$ cat config.mk
export PLATFORM = sky130hd
export DESIGN_NAME = recip_arbiter_flat
export DESIGN_NICKNAME = d
export VERILOG_FILES = /design/src/rtl/recip_arbiter_if.sv /design/src/rtl/recip_arbiter.sv /design/src/flat_wrapper.sv
export SDC_FILE = /design/constraint.sdc
export NUM_CORES = 1
export LEC_CHECK = 0
export ABC_AREA = 0
export CAP_MARGIN = 0
export CORE_UTILIZATION = 25
export CTS_BUF_LIST = sky130_fd_sc_hd__clkbuf_4 sky130_fd_sc_hd__clkbuf_8 sky130_fd_sc_hd__clkbuf_16
export DETAILED_ROUTE_END_ITERATION = 8
export SYNTH_ARGS = -nofsm -noshare
export SYNTH_HDL_FRONTEND = slang
export SYNTH_SLANG_ARGS = --single-unit
$ cat constraint.sdc
create_clock -name clk -period 2.27 [get_ports clk]
set_input_delay 0.454 -clock clk [delete_from_list [all_inputs] [get_ports clk]]
set_output_delay 0.454 -clock clk [all_outputs]
set_load 0.03 [all_outputs]
$ cat src/rtl/recip_arbiter_if.sv
// rtl/recip_arbiter_if.sv - request, divider and response signals of recip_arbiter
//
// Purpose: bundles the requester, divider and response signals of recip_arbiter.
// Ports (slave = arbiter side):
//   req_valid/req_ready/req_data     : N_REQ requesters, 32-bit divisors, flattened
//   div_in_valid/div_in_data         : start pulse and divisor to the divider
//   div_out_valid/div_out_value      : result pulse and 48-bit result from the divider
//   rsp_valid/rsp_ready/rsp_id/rsp_value/rsp_err : tagged response
//   busy                             : arbiter not idle
interface recip_arbiter_if #(
    parameter int N_REQ = 4,
    parameter int ID_W  = $clog2(N_REQ)
);
    logic [N_REQ-1:0]    req_valid;
    logic [N_REQ-1:0]    req_ready;
    logic [N_REQ*32-1:0] req_data;
    logic [31:0]         div_in_data;
    logic                div_in_valid;
    logic                div_out_valid;
    logic [47:0]         div_out_value;
    logic                rsp_valid;
    logic                rsp_ready;
    logic [ID_W-1:0]     rsp_id;
    logic [47:0]         rsp_value;
    logic                rsp_err;
    logic                busy;

    modport master (
        output req_valid, req_data, div_out_valid, div_out_value, rsp_ready,
        input  req_ready, div_in_data, div_in_valid, rsp_valid, rsp_id,
               rsp_value, rsp_err, busy
    );

    modport slave (
        input  req_valid, req_data, div_out_valid, div_out_value, rsp_ready,
        output req_ready, div_in_data, div_in_valid, rsp_valid, rsp_id,
               rsp_value, rsp_err, busy
    );
endinterface

$ cat src/rtl/recip_arbiter.sv
// rtl/recip_arbiter.sv - round-robin sharing of one reciprocal unit among N_REQ requesters
//
// Purpose: grants one requester at a time (round-robin), issues its divisor to the
// divider as a single pulse, waits for the result (with a watchdog) and returns it
// tagged with the requester index. Zero divisors are answered locally with an error.
// Ports:
//   clk   : rising-edge clock
//   rst_n : asynchronous active-low reset
//   bus   : recip_arbiter_if.slave (requests, divider, response, busy)
module recip_arbiter #(
    parameter int N_REQ   = 4,
    parameter int ID_W    = $clog2(N_REQ),
    parameter int TIMEOUT = 64
) (
    input  logic            clk,
    input  logic            rst_n,
    recip_arbiter_if.slave  bus
);

    localparam logic [1:0] S_IDLE  = 2'd0;
    localparam logic [1:0] S_ISSUE = 2'd1;
    localparam logic [1:0] S_WAIT  = 2'd2;
    localparam logic [1:0] S_RESP  = 2'd3;

    // Timer only ever needs to reach TIMEOUT-1.
    localparam int              TW     = (TIMEOUT > 2) ? $clog2(TIMEOUT) : 1;
    localparam logic [TW-1:0]   T_LAST = TW'(TIMEOUT - 1);
    localparam int              CW     = ID_W + 1;
    localparam logic [47:0]     ALL1   = 48'hFFFF_FFFF_FFFF;

    logic [1:0]      state;
    logic [ID_W-1:0] rr;
    logic [ID_W-1:0] id_q;
    logic [31:0]     data_q;
    logic [TW-1:0]   timer;
    logic            rsp_valid_q;
    logic [ID_W-1:0] rsp_id_q;
    logic [47:0]     rsp_value_q;
    logic            rsp_err_q;

    // Round-robin search: first valid requester at or after rr, wrapping mod N_REQ.
    // cand carries one extra bit so rr+k never overflows before the wrap.
    logic            found;
    logic [ID_W-1:0] win;
    logic [CW-1:0]   cand;

    always_comb begin
        found = 1'b0;
        win   = '0;
        cand  = '0;
        for (int k = 0; k < N_REQ; k++) begin
            cand = {1'b0, rr} + CW'(k);
            if (cand >= CW'(N_REQ)) begin
                cand = cand - CW'(N_REQ);
            end
            if (!found && bus.req_valid[cand[ID_W-1:0]]) begin
                found = 1'b1;
                win   = cand[ID_W-1:0];
            end
        end
    end

    logic [31:0] win_data;

    always_comb begin
        win_data = '0;
        for (int i = 0; i < N_REQ; i++) begin
            if (win == ID_W'(i)) begin
                win_data = bus.req_data[i*32 +: 32];
            end
        end
    end

    // Pointer moves past the served requester only once its response is taken.
    logic [CW-1:0]   inc;
    logic [ID_W-1:0] rr_next;

    always_comb begin
        inc     = {1'b0, id_q} + CW'(1);
        rr_next = (inc >= CW'(N_REQ)) ? '0 : inc[ID_W-1:0];
    end

    logic grant;
    assign grant = (state == S_IDLE) && found;

    always_comb begin
        bus.req_ready = '0;
        if (grant) begin
            bus.req_ready[win] = 1'b1;
        end
    end

    // ISSUE lasts exactly one cycle, so the pulse is one cycle wide.
    assign bus.div_in_valid = (state == S_ISSUE) && (data_q != 32'd0);
    assign bus.div_in_data  = data_q;
    assign bus.busy         = (state != S_IDLE);
    assign bus.rsp_valid    = rsp_valid_q;
    assign bus.rsp_id       = rsp_id_q;
    assign bus.rsp_value    = rsp_value_q;
    assign bus.rsp_err      = rsp_err_q;

    always_ff @(posedge clk or negedge rst_n) begin
        if (!rst_n) begin
            state       <= S_IDLE;
            rr          <= '0;
            id_q        <= '0;
            data_q      <= '0;
            timer       <= '0;
            rsp_valid_q <= 1'b0;
            rsp_id_q    <= '0;
            rsp_value_q <= '0;
            rsp_err_q   <= 1'b0;
        end else begin
            case (state)
                S_IDLE: begin
                    if (found) begin
                        id_q   <= win;
                        data_q <= win_data;
                        state  <= S_ISSUE;
                    end
                end
                S_ISSUE: begin
                    if (data_q == 32'd0) begin
                        state       <= S_RESP;
                        rsp_valid_q <= 1'b1;
                        rsp_id_q    <= id_q;
                        rsp_value_q <= ALL1;
                        rsp_err_q   <= 1'b1;
                    end else begin
                        state <= S_WAIT;
                        timer <= '0;
                    end
                end
                S_WAIT: begin
                    // A result arriving on the timeout cycle still counts as success.
                    if (bus.div_out_valid) begin
                        state       <= S_RESP;
                        rsp_valid_q <= 1'b1;
                        rsp_id_q    <= id_q;
                        rsp_value_q <= bus.div_out_value;
                        rsp_err_q   <= 1'b0;
                    end else if (timer == T_LAST) begin
                        state       <= S_RESP;
                        rsp_valid_q <= 1'b1;
                        rsp_id_q    <= id_q;
                        rsp_value_q <= ALL1;
                        rsp_err_q   <= 1'b1;
                    end else begin
                        timer <= timer + TW'(1);
                    end
                end
                default: begin
                    if (bus.rsp_ready) begin
                        rsp_valid_q <= 1'b0;
                        rr          <= rr_next;
                        state       <= S_IDLE;
                    end
                end
            endcase
        end
    end

endmodule

$ cat src/flat_wrapper.sv
// flat-port wrapper written by rule: the top's interface ports become plain ports
module recip_arbiter_flat 
#(
    parameter int N_REQ   = 4,
    parameter int ID_W    = $clog2(N_REQ),
    parameter int TIMEOUT = 64
)
  (clk, rst_n, bus_req_valid, bus_req_data, bus_div_out_valid, bus_div_out_value, bus_rsp_ready, bus_req_ready, bus_div_in_data, bus_div_in_valid, bus_rsp_valid, bus_rsp_id, bus_rsp_value, bus_rsp_err, bus_busy);
  recip_arbiter_if #(.N_REQ(N_REQ), .ID_W(ID_W)) bus_i ();
  input  logic clk;
  input  logic rst_n;
  input wire logic [$bits(bus_i.req_valid)-1:0] bus_req_valid;
  input wire logic [$bits(bus_i.req_data)-1:0] bus_req_data;
  input wire logic [$bits(bus_i.div_out_valid)-1:0] bus_div_out_valid;
  input wire logic [$bits(bus_i.div_out_value)-1:0] bus_div_out_value;
  input wire logic [$bits(bus_i.rsp_ready)-1:0] bus_rsp_ready;
  output wire logic [$bits(bus_i.req_ready)-1:0] bus_req_ready;
  output wire logic [$bits(bus_i.div_in_data)-1:0] bus_div_in_data;
  output wire logic [$bits(bus_i.div_in_valid)-1:0] bus_div_in_valid;
  output wire logic [$bits(bus_i.rsp_valid)-1:0] bus_rsp_valid;
  output wire logic [$bits(bus_i.rsp_id)-1:0] bus_rsp_id;
  output wire logic [$bits(bus_i.rsp_value)-1:0] bus_rsp_value;
  output wire logic [$bits(bus_i.rsp_err)-1:0] bus_rsp_err;
  output wire logic [$bits(bus_i.busy)-1:0] bus_busy;
  assign bus_i.req_valid = bus_req_valid;
  assign bus_i.req_data = bus_req_data;
  assign bus_i.div_out_valid = bus_div_out_valid;
  assign bus_i.div_out_value = bus_div_out_value;
  assign bus_i.rsp_ready = bus_rsp_ready;
  assign bus_req_ready = bus_i.req_ready;
  assign bus_div_in_data = bus_i.div_in_data;
  assign bus_div_in_valid = bus_i.div_in_valid;
  assign bus_rsp_valid = bus_i.rsp_valid;
  assign bus_rsp_id = bus_i.rsp_id;
  assign bus_rsp_value = bus_i.rsp_value;
  assign bus_rsp_err = bus_i.rsp_err;
  assign bus_busy = bus_i.busy;
  recip_arbiter #(.N_REQ(N_REQ), .ID_W(ID_W), .TIMEOUT(TIMEOUT)) u_core (.clk(clk), .rst_n(rst_n), .bus(bus_i));
endmodule
Yosys cells after proc, flatten, opt, wreduce, memory -nomap -nowiden. Cells that the tools add are included.

Register bits: 96. Output and inout bits: 90. Logic and storage cells: 120.

Add/subtract/negate cells: 9. Magnitude comparators: 11. Eq/ne operators: 12. Muxes and demuxes: 53. Bitwise logic cells: 2. Reduce and logical (&&, ||, !) cells: 24.

Operators by type and width (count): two-way mux 48 bit (3); two-way mux 32 bit (4); one-hot mux 48 bit (2 select lines) (1); logical NOT 32 bit (1); two-way mux 2 bit (16); nonzero test 32 bit (1); two-way mux 6 bit (3); less-than comparator 2 x 3 -> 1 bit (second input constant) (5); two-way mux 1 bit (15); greater-or-equal comparator 3 bit (second input constant) (4); one-hot mux 6 bit (2 select lines) (1); binary-select mux 1 bit (select 2 bit) (4); != test 2 bit (second input constant) (4); AND reduction 4 bit (2); subtractor 2 x 1 -> 2 bit (second input constant) (4); adder 2 x 1 -> 3 bit (second input constant) (2); adder 2 x 2 -> 3 bit (second input constant) (2); adder 6 x 1 -> 6 bit (second input constant) (1); == test 2 bit (second input constant) (3); == test 6 bit (second input constant) (1); logical AND 1 bit (6); one-hot mux 2 bit (3 select lines) (1); AND reduction 3 bit (2); == test 2 x 1 -> 1 bit (second input constant) (2); 17 further kinds (23).

Logic depth before layout (Yosys ltp).
Depth in word-level cells: 19. Mapped depth: 9. Depth with buffers taken out: 7.

Least setup slack after synthesis. OpenSTA, ideal clock, no wires.

Path kind: reg-to-output. From: reg u_core.state[1]. To: out bus_req_ready[2]. Arrival: 2123 ps. Setup slack: -307 ps. Stages on the path, launching flop included: 8. Path buffers: 1. Path through: dfrtp_1 -> inv_1 -> ha_1 -> inv_1 -> a21oi_1 -> nand3_1 -> clkbuf_1 -> nor2_1.

Cells in the longest elaborated chain, start to end: 3.

Ends and longest elaborated chain: start, declared (line recip_arbiter.sv:31) `logic [1:0] state;`; start signal, assigned (line recip_arbiter.sv:104) `state <= S_IDLE;`; start signal, assigned (line recip_arbiter.sv:119) `state <= S_ISSUE;`; start signal, assigned (line recip_arbiter.sv:124) `state <= S_RESP;`; logical NOT 2 bit (line recip_arbiter.sv:84) `assign grant = (state == S_IDLE) && found;`; logical AND 1 bit (line recip_arbiter.sv:84); two-way mux 4 bit (line recip_arbiter.sv:88) `if (grant) begin`; end, declared (line flat_wrapper.sv:17) `output wire logic [$bits(bus_i.req_ready)-1:0] bus_req_ready;`.

No other way between the ends.

Worst setup path after layout.
From: reg u_core.rr[1]. To: out bus_req_ready[3].

Cells in the longest elaborated chain, start to end: 19.

Ends and longest elaborated chain: start, declared (line recip_arbiter.sv:32) `logic [ID_W-1:0] rr;`; start signal, assigned (line recip_arbiter.sv:155) `rr <= rr_next;`; branches (longest 18 deep; another with adder 2 x 1 -> 3 bit); two-way mux 4 bit (*) (line recip_arbiter.sv:88).

Mark *: on every way between the ends. The select of a mux whose other input is x is not followed.

==> impl_metrics.sql <==
INSERT INTO impl_metrics (metric_group, metric, value, unit) VALUES
('run_status', 'outcome', 'complete, but fails checks', ''),
('run_status', 'violated_checks', 'setup timing', ''),
('sta', 'postLayoutSetupSlackWorst', '-0.0255', 'ns'),
('routing', 'ant_nets', '0', ''),
('setup_path', 'max_stage_delay', '0.46', 'ns'),
('layout', 'num-nets-final', '930', ''),
('worst_hold_path', 'worstHoldPathType', 'reg2reg', ''),
('grt', 'via_count_of_the_first_global_routing_pass', '5036', ''),
('synth', 'mappedNetlistNets', '633', ''),
('synth', 'share_of_flip_flops_with_an_asynchronous_set_or_reset', '100', '%'),
('setup_path', 'timing.critical_path.required', '1.82', 'ns'),
('layout', 'layout.cells.most_common', 'clkdlybuf4s50_1', ''),
('layout', 'layout.cells.most_common_list', 'clkdlybuf4s50_1 (262), dfrtp_1 (93), o22a_1 (48)', ''),
('setup_path', 'timing.critical_path.slowest_stage_cell', 'dfrtp_2', ''),
('synth', 'post_synth_num_cell_types', '45', ''),
('layout', 'final_layout_size_suffix_gt1_share', '16.6', '%'),
('routing', 'wl_per_cell', '17.9', 'um'),
('synth', 'synth-edff-count', '0', ''),
('synth', 'dominantRegCellSynth', 'dfrtp_1', ''),
('placed_design', 'gpl.final_weighted_congestion', '0.842', ''),
('placed_design', 'port-buffer-count', '273', ''),
('synth', 'number_of_warning_messages_in_the_yosys_log', '0', ''),
('layout', 'antenna_cells_inserted', '0', ''),
('pwr', 'power.leakage', '3.42', 'nW'),
('cts', 'cts_tree', 'yes', ''),
('sta', 'unrepaired_setup_endpoints_after_global_routing', 'true', ''),
('setup_path', 'setup.worst_path.class', 'reg2out', ''),
('routing', 'post-route-drc-count', '0', ''),
('grt', 'grt_max_degree', '52', ''),
('grt', 'global_route_wire_length_before_repair', '27000', 'um'),
('routing', 'totalWireLength', '18000', 'um'),
('routing', 'detailedRoute.firstPassIterationCount', '4', ''),
('synth', 'synth_area', '4930', 'um^2'),
('floorplanning', 'num_rows', '50', ''),
('floorplanning', 'boundaryPins', '274', ''),
('floorplanning', 'start_util', '25.9', '%'),
('routing', 'vias_per_inst', '4.92', ''),
('layout', 'fillers', '1820', ''),
('cts', 'total_cts_buffers', '9', ''),
('setup_path', 'setup.worst_path.start_class', 'flip-flop', ''),
('pwr', 'power.ir.vdd_worst', '510', 'uV'),
('grt', 'grt.total_usage', '17.4', '%'),
('cts', 'clk_pin_slew_worst_paths', '0.07', 'ns'),
('layout', 'postLayoutCoreUtil', '45.8', '%'),
('sta', 'worst_hold_slack', '0.486', 'ns'),
('synth', 'postSynthRegisterBits', '96', ''),
('synth', 'synth_cells', '443', ''),
('floorplanning', 'die_w', '142', 'um'),
('sta', 'timing.final.hold_violations', '0', ''),
('floorplanning', 'floorplan.die_area', '20300', 'um^2'),
('grt', 'grt_antenna_before_repair', '0', ''),
('cts', 'root_buffer_cell', 'clkbuf_16', ''),
('setup_path', 'critPathBufInv', '2', ''),
('synth', 'synthesis.area_per_instance', '11.1', 'um^2'),
('sta', 'relSlewSlack', '66.9', '%'),
('floorplanning', 'design.core.area', '19000', 'um^2'),
('grt', 'globalRouteOverflowTotal', '0', ''),
('sta', 'final-setup-viol-count', '2', ''),
('run', 'max_cap_violations', '0', ''),
('placed_design', 'place.detailed.hpwl', '13800', 'um'),
('cts', 'clk_path_buf_depth', '2', ''),
('sta', 'timing.fmax', '436', 'MHz'),
('setup_path', 'critical_path.cell_chain', 'nor2b_4 > o21a_1 > nor3_4 > buf_6 > and3_4 > buf_12', ''),
('sta', 'min_clock_period_post_route', '2.30', 'ns'),
('sta', 'min_period_over_period', '101', '%'),
('sta', 'finalSetupTns', '-0.0465', 'ns'),
('layout', 'synthToLayoutAreaGrowth', '76.7', '%'),
('setup_path', 'cp_max_fo', '7', ''),
('routing', 'routed-via-count', '4942', ''),
('cts', 'cts-htree-levels', '3', ''),
('setup_path', 'worstSetupEndpointType', 'primary output', ''),
('cts', 'clock_insertion_delay_worst_skew', '0.35', 'ns'),
('sta', 'finClkSkew', '0.0137', 'ns'),
('sta', 'tightest_slew', '0.495', 'ns'),
('sta', 'finalMaxSlewViolations', '0', ''),
('setup_path', 'critical_path.top_delay_family', 'simple AND/OR/NAND/NOR gates', ''),
('cts', 'clock_sink_count', '96', ''),
('floorplanning', 'fp.dieH', '142', 'um'),
('pwr', 'power-per-cell-area', '1310', 'nW/um^2'),
('synth', 'synth-seq-area-share', '48.7', '%'),
('routing', 'dr.first_iter.drc_count', '146', ''),
('setup_path', 'data_arrival_time_of_the_worst_path', '1.84', 'ns');
## cells in the mapped netlist (3+ instances only)
library cell  number  area (um^2)
a211o_1            3         26.3
a211oi_1          12         90.1
a21boi_0           7         52.6
a21oi_1           24          120
a221o_1           20          200
and3_1             4         25.0
buf_1              4         15.0
buf_2              9         45.0
buf_4              7         52.6
clkbuf_1          17         63.8
dfrtp_1           96         2400
ha_1               6         75.1
inv_1              6         22.5
mux2_2            22          248
mux2i_1           20          200
nand2_1           21         78.8
nand2b_1           3         18.8
nand3_1            4         20.0
nand4_1           23          144
nor2_1            18         67.6
nor4_1             8         50.1
o21a_1             3         22.5
o21ai_0            5         25.0
o221ai_1           7         61.3
o22a_1            48          420
o31ai_1           21          158
## flip-flops by register name, summed over array words and instances (netlist names)
register and count:
u_core.bus.div_in_data 32, u_core.bus.rsp_err 1, u_core.id_q 2, u_core.state 2, u_core.bus.rsp_value 48, u_core.bus.rsp_valid 1, u_core.bus.rsp_id 2, u_core.rr 2
u_core.timer 6
## per-layer routing
layer  up-vias  global-route usage, %  routed length (um)
met5         -                      0                   0
met4         0                   6.79                 386
met3        27                   4.95                1500
met2       250                   29.2                8480
met1      2325                   21.1                7610
li1       2340                      -                   -
## logic make-up after synthesis
logic type | after synthesis | share of synthesized area [%]
compound gates | 160 | 25.7
fa+ha+maj | 6 | 1.52
buf+inv | 45 | 4.49
flops | 96 | 48.7
mux | 44 | 9.55
simple gates | 92 | 10.0
## layout make-up
class                           count  area (um^2)  share of cell area [%]
Clock inverter                      5         41.3                   0.474
Sequential cell                    96         2410                    27.6
Inverter                            6         25.0                   0.287
Timing Repair Buffer              325         3230                    37.1
Multi-Input combinational cell    302         2440                    28.0
Tap cell                          260          325                    3.74
Clock buffer                       11          240                    2.76
## power by group
part           switching (mW)  internal [mW]  total [mW]  leakage [nW]
Combinational            3.60           3.20        6.79          2.21
Sequential              0.666           2.49        3.16          1.08
Clock                   0.681          0.776        1.46         0.133
Total                    4.94           6.47        11.4          3.42
## metrics by stage
| step | power (mW) | cells | worst slack (ns) | instance area (um^2) |
|---|---|---|---|---|
| 3_3_place_gp | 9.55 | 973 | -0.229 | 8170 |
| 6_report | 11.4 | 1005 | -0.0255 | 8710 |
| 2_1_floorplan | 6.84 | 443 | -0.0340 | 4930 |
| 3_5_place_dp | 9.69 | 973 | -0.288 | 8170 |
| 5_1_grt | 12.1 | 1005 | -0.0907 | 8710 |
| 4_1_cts | 11.3 | 996 | -0.0689 | 8580 |
## final timing paths
| kind | startpoint | to | slack (ns) | cells after the start |
|---|---|---|---|---|
| worst max-delay path | u_core.rr[1] | bus_req_ready[3] | -0.03 | 6 |
| worst min-delay path | u_core.bus.rsp_value[2] | u_core.bus.rsp_value[2] | 0.49 | 1 |
| worst max register to register | u_core.rr[1] | u_core.bus.div_in_data[2] | 0.09 | 7 |
| worst min register to register | u_core.bus.rsp_value[2] | u_core.bus.rsp_value[2] | 0.49 | 1 |
| max in group asynchronous | rst_n | u_core.rr[1] | 1.06 | 3 |
| min in group asynchronous | rst_n | u_core.bus.rsp_value[10] | 0.52 | 2 |
## worst reg2reg max path, stage by stage, from the launching register on
cell and delay (ns):
dfrtp_2 0.46, nor2b_4 0.15, o21a_1 0.21, nor3_4 0.24, buf_4 0.15, buf_4 0.19
mux2_2 0.36, a221o_1 0.32
## repair_timing
item	4_1_cts	5_1_grt
setup endpoints to repair	6	5
buffers inserted	6	9
resized for setup	29	9
pin swaps	10	10
hold buffers	1	0
endpoints found under the hold margin	16	0
cloned	0	0
(Power assumes the default switching activity.)
